File: src/rtl/lsu_pkg.sv
// lsu_pkg: shared types, funct3 codes and helpers for the byte-wide load/store unit.
// Contents: state_t (ST_IDLE/ST_XFER/ST_RESP), F3_* load/store size codes,
//           size_of() byte count, req_bad() legality/alignment test.
package lsu_pkg;

    typedef enum logic [1:0] {ST_IDLE, ST_XFER, ST_RESP} state_t;

    localparam logic [2:0] F3_B  = 3'b000;
    localparam logic [2:0] F3_H  = 3'b001;
    localparam logic [2:0] F3_W  = 3'b010;
    localparam logic [2:0] F3_BU = 3'b100;
    localparam logic [2:0] F3_HU = 3'b101;

    function automatic logic [2:0] size_of(input logic [2:0] f3);
        return f3[1:0] == 2'b00 ? 3'd1 : f3[1:0] == 2'b01 ? 3'd2 : 3'd4;
    endfunction

    // Illegal funct3 for the direction, or address not aligned to the access size.
    function automatic logic req_bad(input logic we, input logic [2:0] f3, input logic [1:0] a);
        logic legal;
        logic [2:0] n;
        legal = we ? f3 inside {F3_B, F3_H, F3_W} : f3 inside {F3_B, F3_H, F3_W, F3_BU, F3_HU};
        n = size_of(f3);
        return !legal || (n == 3'd2 && a[0]) || (n == 3'd4 && a != 2'b00);
    endfunction

endpackage

File: src/rtl/lsu_extend.sv
// lsu_extend: sign/zero extension of an assembled little-endian load word.
// Ports: funct3 (load type), word (assembled bytes, byte 0 in [7:0]),
//        result (extended 32-bit load value; LW passes word through).
module lsu_extend
    import lsu_pkg::*;
(
    input  logic [2:0]  funct3,
    input  logic [31:0] word,
    output logic [31:0] result
);

    always_comb begin
        result = funct3 == F3_B  ? {{24{word[7]}}, word[7:0]} :
                 funct3 == F3_BU ? {24'h0, word[7:0]} :
                 funct3 == F3_H  ? {{16{word[15]}}, word[15:0]} :
                 funct3 == F3_HU ? {16'h0, word[15:0]} : word;
    end

endmodule

File: src/rtl/byte_lsu.sv
// byte_lsu: splits an RV32I load/store into sequential single-byte memory cycles.
// Ports: clk, reset (async, active-low);
//        req_valid/req_ready/req_we/req_funct3/req_addr/req_wdata (core request);
//        rsp_valid/rsp_rdata/rsp_err (one-cycle response strobe, data held after);
//        mem_addr/mem_wdata/mem_we/mem_rdata (byte-wide memory, combinational read).
module byte_lsu
    import lsu_pkg::*;
#(
    parameter int AW = 8
) (
    input  logic          clk,
    input  logic          reset,
    input  logic          req_valid,
    output logic          req_ready,
    input  logic          req_we,
    input  logic [2:0]    req_funct3,
    input  logic [31:0]   req_addr,
    input  logic [31:0]   req_wdata,
    output logic          rsp_valid,
    output logic [31:0]   rsp_rdata,
    output logic          rsp_err,
    output logic [AW-1:0] mem_addr,
    output logic [7:0]    mem_wdata,
    output logic          mem_we,
    input  logic [7:0]    mem_rdata
);

    state_t state, state_d;
    logic we_q, ready_q, accept, bad, last;
    logic [2:0] f3_q;
    logic [1:0] idx;
    logic [AW-1:0] addr_q;
    logic [31:0] wdata_q, asm_q, asm_d, ext;
    logic unused_addr;

    assign unused_addr = ^req_addr[31:AW];

    lsu_extend u_ext (.funct3(f3_q), .word(asm_d), .result(ext));

    always_comb begin
        accept = req_valid && ready_q;
        bad = req_bad(req_we, req_funct3, req_addr[1:0]);
        last = {1'b0, idx} == size_of(f3_q) - 3'd1;
        // Merge the byte being read this cycle so the response can use it at the same edge.
        asm_d = asm_q;
        asm_d[{idx, 3'b000} +: 8] = mem_rdata;
        state_d = state == ST_IDLE ? (accept ? (bad ? ST_RESP : ST_XFER) : ST_IDLE) :
                  state == ST_XFER ? (last ? ST_RESP : ST_XFER) : ST_IDLE;
    end

    // Memory side is driven only from latched request state, never from req_*.
    assign req_ready = ready_q;
    assign mem_we    = state == ST_XFER && we_q;
    assign mem_addr  = addr_q + AW'(idx);
    assign mem_wdata = wdata_q[{idx, 3'b000} +: 8];

    always_ff @(posedge clk or negedge reset) begin
        if (!reset) begin
            state     <= ST_IDLE;
            ready_q   <= 1'b0;
            we_q      <= 1'b0;
            f3_q      <= 3'b000;
            addr_q    <= '0;
            wdata_q   <= 32'h0;
            asm_q     <= 32'h0;
            idx       <= 2'd0;
            rsp_valid <= 1'b0;
            rsp_rdata <= 32'h0;
            rsp_err   <= 1'b0;
        end else begin
            state     <= state_d;
            ready_q   <= state_d == ST_IDLE;
            rsp_valid <= state_d == ST_RESP;
            if (accept) begin
                we_q <= req_we;
                f3_q <= req_funct3;
                if (bad) begin
                    rsp_err   <= 1'b1;
                    rsp_rdata <= 32'h0;
                end else begin
                    // Address/data only latched for legal requests so mem_* hold outside XFER.
                    addr_q  <= req_addr[AW-1:0];
                    wdata_q <= req_wdata;
                    idx     <= 2'd0;
                end
            end
            if (state == ST_XFER) begin
                if (!we_q)
                    asm_q <= asm_d;
                if (last) begin
                    rsp_err   <= 1'b0;
                    rsp_rdata <= we_q ? 32'h0 : ext;
                end else begin
                    idx <= idx + 2'd1;
                end
            end
        end
    end

endmodule

File: config.mk
export PLATFORM = sky130hd
export DESIGN_NAME = byte_lsu
export DESIGN_NICKNAME = d
export VERILOG_FILES = /design/src/rtl/lsu_pkg.sv /design/src/rtl/lsu_extend.sv /design/src/rtl/byte_lsu.sv
export SDC_FILE = /design/constraint.sdc
export NUM_CORES = 1
export LEC_CHECK = 0
export BUFFER_PORTS_ARGS = -buffer_cell sky130_fd_sc_hd__buf_2
export CAP_MARGIN = 40
export CORE_UTILIZATION = 53
export DETAILED_ROUTE_END_ITERATION = 8
export PLACE_DENSITY = 0.75
export SLEW_MARGIN = 20
export SYNTH_ARGS = -nofsm -noshare
export SYNTH_HDL_FRONTEND = slang
export SYNTH_SLANG_ARGS = --single-unit
File: constraint.sdc
create_clock -name clk -period 2.85 [get_ports clk]
set_input_delay 0.1425 -clock clk [delete_from_list [all_inputs] [get_ports clk]]
set_output_delay 0.1425 -clock clk [all_outputs]
set_load 0.05 [all_outputs]
==> results.py, run 1 <==
metrics = {
    "pwr": {
        "p_leak_nw": 3.30,
        "power_frac_seq_pct": 30.5,
        "max-vdd-ir-drop_v": 0.00106,
        "power_density_nw_per_um2": 1270,
        "p_sw_share_pct": 43.2,
        "p_sw_mw": 3.91,
        "combPwrFrac_pct": 46.7,
        "internal_power_mw": 5.14,
        "p_clk_share_pct": 22.8,
    },
    "sta": {
        "fin_crit_ns": 2.75,
        "final.setup.worst_slack_ns": 0.100,
        "max_slew.worst_pin.slew_ns": 0.671,
        "finalHoldViolCount": 0,
        "relSlewSlack_pct": 55.2,
        "clock_skew_ns": 0.00817,
        "layout_worst_path_cycle_share_pct": 96.5,
        "slew_viol_final": 0,
        "holdWs_ns": 0.0429,
        "timing.fmax_mhz": 364,
        "setup_violations": 0,
        "rsz0062_at_grt": "false",
        "fin_setup_tns_ns": 0,
    },
    "synthesis": {
        "synth_edf_count": 0,
        "yosys_warnings": 0,
        "avgSynthCellArea_um2": 11.9,
        "synth-simple-area-share_pct": 10.7,
        "synth.area.mux_share_pct": 13.9,
        "synthAdderAreaFrac_pct": 2.02,
        "synthFlopType": "dfrtp_1",
        "synth-async-reset-ratio_pct": 100,
        "syn_area_um2": 5330,
        "yosysSeqAreaShare_pct": 54.0,
        "ys_types": 49,
        "synthesis.nets": 535,
        "synth_xor_area_share_pct": 1.15,
        "synth-compound-area-share_pct": 15.1,
        "synth_seq_cells": 115,
        "synth_cells": 448,
        "synth_top_family_by_area": "compound AO/OA/AOI/OAI gates",
    },
    "global_routing": {
        "antenna_found_initial": 0,
        "grt_overflow": 0,
        "grt_use_total_pct": 28.6,
        "grt_pass1_vias": 4382,
        "grt_pass1_wl_um": 22000,
        "grt_max_degree": 67,
    },
    "cts": {
        "htreeDepth": 4,
        "cts-root-buf": "clkbuf_8",
        "clockBufferDepth": 2,
        "cts_tree": "done",
        "clock_latency_ns": 0.51,
        "cts_made_buffers": 17,
        "clk_pin_slew_ns": 0.05,
        "numClockSinks": 115,
    },
    "route": {
        "antenna_left": 0,
        "wl_per_cell_um": 18.0,
        "drc_errors": 0,
        "first_pass_iters": 4,
        "vias": 4189,
        "vias_per_cell": 5.55,
        "drtIter0Drc": 261,
        "wirelength_um": 13600,
    },
    "worst_setup_path": {
        "slowest_stage": "fa_1",
        "startpoint_type": "flop",
        "path_max_fanout": 21,
        "critPathCaptureType": "output port",
        "crit_required_ns": 2.71,
        "arrival_ns": 2.61,
        "cp_cell_sequence": "buf_8 > ha_1 > inv_1 > fa_1 > nor2_2 > nand3_1 > xnor2_1 > clkbuf_4",
        "max_stage_delay_ns": 0.44,
        "crit_type": "flop to output port",
    },
    "die": {
        "core_um2": 9770,
        "die_h_um": 102,
        "dieArea_um2": 10500,
        "initial_core_util_pct": 54.5,
        "die_x_um": 102,
        "io_pins": 131,
        "rows": 36,
    },
    "layout": {
        "nNetsFinal": 698,
        "syn_to_final_growth_pct": 34.2,
        "final_cell_mix": "dfrtp_1, buf_2, dlygate4sd3_1, mux2_1, a21oi_1",
        "mostFrequentLayoutCell": "dfrtp_1",
        "layout-drive-gt1-share_pct": 28.1,
        "diodes": 0,
        "fillers": 649,
        "stdcell_count": 755,
        "fin_util_pct": 73.2,
    },
    "placed_design": {
        "post-place-ws_ns": 0.613,
        "place_inst": 672,
        "port-buffer-count": 106,
        "gp_congestion": 0.780,
        "hpwl_um": 8160,
    },
    "run": {
        "maxCapViolCount": 0,
    },
    "hold_path": {
        "hp-class": "input pin to flop",
    },
    "run_status": {
        "status": "complete, no violations",
    },
}
repair_timing:
action / in CTS / in global routing
hold buffers: 52 / 0
gates resized for setup: 0 / 4
hold endpoints to repair: 100 / 0
buffers inserted: 0 / 0
setup endpoints to repair: 0 / 3
stage by stage:
step           power, mW  area (µm²)
5_1_grt             9.55        7160
2_1_floorplan       5.83        5330
3_5_place_dp        6.80        6030
6_report            9.05        7160
3_3_place_gp        6.65        6020
4_1_cts             8.97        7130
metal layers:
layer / vias to the layer above / global-route usage, % / routed length (µm)
met3: 34 / 8.14 / 682
met5: - / 0 / 0
li1: 1957 / - / -
met4: 0 / 11.9 / 347
met1: 2049 / 34.3 / 5550
met2: 149 / 48.6 / 7030
cell type report:
class                           count  area, µm²  area share (%)
Sequential cell                   115       2880            40.2
Multi-Input combinational cell    296       2310            32.3
Clock buffer                       26        508            7.10
Inverter                            8       30.0           0.420
Tap cell                          133        166            2.33
Clock inverter                      4       70.1           0.979
Timing Repair Buffer              173       1190            16.7
Yosys cell counts (2+ instances only):
| cell | count | share of area (%) |
|---|---|---|
| dfrtp_1 | 115 | 54 |
| a21oi_1 | 38 | 3.6 |
| mux2_1 | 38 | 8.0 |
| nand2_1 | 31 | 2.2 |
| nor2_1 | 28 | 2.0 |
| o2bb2ai_1 | 22 | 3.6 |
| nor2b_1 | 21 | 2.5 |
| a22o_1 | 15 | 2.5 |
| buf_2 | 14 | 1.3 |
| clkbuf_1 | 11 | 0.77 |
| mux2_2 | 11 | 2.3 |
| o21ai_1 | 11 | 1.0 |
| a22oi_1 | 8 | 1.1 |
| inv_1 | 8 | 0.56 |
| mux4_2 | 8 | 3.4 |
| a311oi_1 | 7 | 1.1 |
| ha_1 | 7 | 1.6 |
| and2b_1 | 6 | 0.84 |
| nor4bb_1 | 4 | 0.75 |
| xor2_1 | 4 | 0.66 |
| and3b_1 | 3 | 0.49 |
| nand3_1 | 3 | 0.28 |
| xnor2_1 | 3 | 0.49 |
| a221oi_1 | 2 | 0.33 |
| and2_1 | 2 | 0.23 |
| buf_1 | 2 | 0.14 |
| nand2b_1 | 2 | 0.23 |
| o21ai_0 | 2 | 0.19 |
| or3_1 | 2 | 0.23 |
critical path, delay by kind of cell, from the launching register on:
kind                     cells  cell delay [ns]
XOR/XNOR                     1             0.19
AND/OR/NAND/NOR              2             0.32
adder cells (fa/ha/maj)      2             0.66
buffers and inverters        3             0.54
flip-flops                   1             0.38
sequential cells by signal, summed over array words and instances, names as in the netlist:
name,flops
asm_q,32
rsp_rdata,32
wdata_q,32
addr_q,8
f3_q,3
idx,2
state,2
req_ready,1
rsp_err,1
rsp_valid,1
we_q,1
logic make-up (layout without fill, tap and decap cells):
kind of cell               count (synthesis)  in the layout
DFF                                      115            115
xor gates and xnor gates                   7              7
buffers and inverters                     37            211
and+or+nand+nor                          109            109
muxes                                     58             58
adders and majority gates                  8              8
AOI/OAI and AO/OA                        114            114
final timing paths:
check | cells past startpoint | startpoint | slack (ns) | to
max reg2reg | 6 | idx[1] | 0.53 | rsp_rdata[16]
max | 8 | idx[0] | 0.10 | mem_addr[6]
min in group asynchronous | 2 | reset | 0.20 | rsp_rdata[14]
min | 3 | req_valid | 0.04 | we_q
min reg2reg | 2 | asm_q[12] | 0.48 | asm_q[12]
max in group asynchronous | 3 | reset | 1.86 | asm_q[7]
power by group through the flow:
| stage | logic, mW | clock network, mW | registers [mW] |
|---|---|---|---|
| floorplan | 2.64 | 0 | 3.19 |
| global placement | 3.92 | 0 | 2.73 |
| detailed placement | 4.01 | 0 | 2.78 |
| CTS | 4.10 | 2.09 | 2.77 |
| global route | 4.53 | 2.17 | 2.85 |
| finish | 4.23 | 2.06 | 2.76 |
(Power assumes the default switching activity.)
==> run 2: changes to the inputs <==
--- a/config.mk
+++ b/config.mk
@@ -10,6 +10,7 @@
 export CORE_UTILIZATION = 53
 export DETAILED_ROUTE_END_ITERATION = 8
 export PLACE_DENSITY = 0.75
+export SETUP_SLACK_MARGIN = 0.2
 export SLEW_MARGIN = 20
 export SYNTH_ARGS = -nofsm -noshare
 export SYNTH_HDL_FRONTEND = slang
==> results.py, run 2 (same netlist as run 1, synthesis figures left out) <==
metrics = {
    "global_routing": {
        "antenna_found_initial": 0,
        "grt_overflow": 0,
        "grt_max_degree": 67,
        "grt_pass1_vias": 4352,
        "grt_pass1_wl_um": 22100,
        "grt_use_total_pct": 28.5,
    },
    "cts": {
        "cts_tree": "done",
        "numClockSinks": 115,
        "post_cts_buffers": 0,
        "clockBufferDepth": 2,
        "cts_made_buffers": 17,
        "clock_latency_ns": 0.51,
        "htreeDepth": 4,
        "cts-root-buf": "clkbuf_8",
        "clk_pin_slew_ns": 0.05,
    },
    "worst_setup_path": {
        "crit_type": "flop to output port",
        "crit_required_ns": 2.71,
        "r2r_slack_ns": 0.55,
        "r2r_cells": 6,
        "arrival_ns": 2.49,
        "startpoint_type": "flop",
        "r2r-end": "rsp_rdata[16]",
        "critPathLaunch": "idx[0]",
        "r2r_start": "idx[1]",
        "critPathCaptureType": "output port",
        "endpoint": "mem_addr[6]",
        "path_max_fanout": 21,
    },
    "die": {
        "dieArea_um2": 10500,
        "rows": 36,
        "die_h_um": 102,
        "io_pins": 131,
        "initial_core_util_pct": 54.5,
        "die_x_um": 102,
        "core_um2": 9770,
    },
    "sta": {
        "relSlewSlack_pct": 54.5,
        "rsz0062_at_grt": "true",
        "fin_setup_tns_ns": 0,
        "final.setup.worst_slack_ns": 0.216,
        "layout_worst_path_cycle_share_pct": 92.4,
        "timing.fmax_mhz": 380,
        "max_slew.worst_pin.slew_ns": 0.681,
        "fin_crit_ns": 2.63,
        "finalHoldViolCount": 0,
        "clock_skew_ns": 0.00639,
        "setup_violations": 0,
        "slew_viol_final": 0,
    },
    "hold_path": {
        "hp-class": "input pin to flop",
    },
    "placed_design": {
        "port-buffer-count": 106,
        "gp_congestion": 0.780,
        "post-place-ws_ns": 0.613,
        "hpwl_um": 8160,
    },
    "route": {
        "first_pass_iters": 5,
        "drc_errors": 0,
        "wl_per_cell_um": 17.9,
        "antenna_left": 0,
        "drtIter0Drc": 257,
        "vias": 4174,
        "vias_per_cell": 5.53,
        "wirelength_um": 13500,
    },
    "layout": {
        "syn_to_final_growth_pct": 34.5,
        "layout-drive-gt1-share_pct": 28.3,
        "reg_top3": "asm_q: 32 flops, rsp_rdata: 32 flops, wdata_q: 32 flops",
        "mostFrequentLayoutCell": "dfrtp_1",
        "diodes": 0,
        "nNetsFinal": 698,
        "final_cell_mix": "dfrtp_1, buf_2, dlygate4sd3_1, mux2_1, a21oi_1",
    },
    "run": {
        "maxCapViolCount": 0,
    },
    "pwr": {
        "max-vdd-ir-drop_v": 0.00118,
        "power_density_nw_per_um2": 1260,
        "p_total_mw": 9.06,
        "p_leak_nw": 3.31,
    },
    "run_status": {
        "status": "complete, no violations",
    },
}
==> run 2: cell types whose count changed in the layout (fill, tap and decap cells not counted), sizes merged <==
| cell | delta |
|---|---|
| buf | +1 |
| clkbuf | -1 |
==> run 2: timing repair <==
action,4_1_cts,5_1_grt
hold buffers,52,0
hold endpoints to repair,100,0
resized for setup,3,5
endpoints found under the setup margin,2,3
==> run 2: worst min-delay path by stage <==
| stage | start | endpoint | slack [ns] | depth (start not counted) |
|---|---|---|---|---|
| final | req_valid | we_q | 0.04 | 3 |
| after global routing | req_valid | we_q | 0.05 | 3 |
| after CTS | req_valid | we_q | 0.02 | 3 |
| after detailed placement | reset | rsp_rdata[13] | 0.21 | 1 |
| after global placement | reset | rsp_rdata[12] | 0.20 | 1 |
| after floorplan | reset | addr_q[0] | -0.15 | 0 |
==> run 2: power by group <==
group / internal [mW] / leakage (nW) / total, mW / switching, mW
logic: 1.47 / 1.60 / 4.24 / 2.77
registers: 2.32 / 1.41 / 2.77 / 0.448
clock network: 1.37 / 0.287 / 2.06 / 0.686
total: 5.16 / 3.31 / 9.06 / 3.91
==> run 2: layout make-up <==
| cell class | count | area (µm²) |
|---|---|---|
| clock buffer | 26 | 508 |
| sequential | 115 | 2880 |
| fill | 641 | 2610 |
| timing repair buffer | 173 | 1200 |
| multi-input combinational | 296 | 2310 |
| clock inverter | 4 | 70.1 |
| inverter | 8 | 30.0 |
| tap | 133 | 166 |
==> run 2: worst max-delay path, stage by stage (launching register included) <==
cell and delay (ns):
dfrtp_1 0.39, buf_12 0.19, ha_1 0.21, inv_1 0.06
fa_1 0.43, nor2_2 0.19, nand3_1 0.12, xnor2_1 0.17
buf_4 0.22
==> run 2: per-stage QoR <==
| step | area [µm²] | hold WS [ns] | std cells | util [%] |
|---|---|---|---|---|
| after CTS | 7140 | 0.0185 | 754 | 73.0 |
| after floorplan | 5330 | -0.153 | 448 | - |
| after global routing | 7170 | 0.0472 | 755 | 73.3 |
| after detailed placement | 6030 | 0.213 | 672 | 61.7 |
| after global placement | 6020 | 0.205 | 671 | 61.6 |
| final | 7170 | 0.0420 | 755 | 73.3 |
==> run 2: per-layer routing <==
layer / global-route usage (%) / up-vias / share of wire, % / routed length [µm]
met5: 0 / - / 0 / 0
met4: 10.5 / 0 / 2.2 / 301
met3: 7.73 / 30 / 5.7 / 765
met2: 48.5 / 158 / 51 / 6870
met1: 34.8 / 2027 / 41 / 5540
li1: - / 1959 / - / -
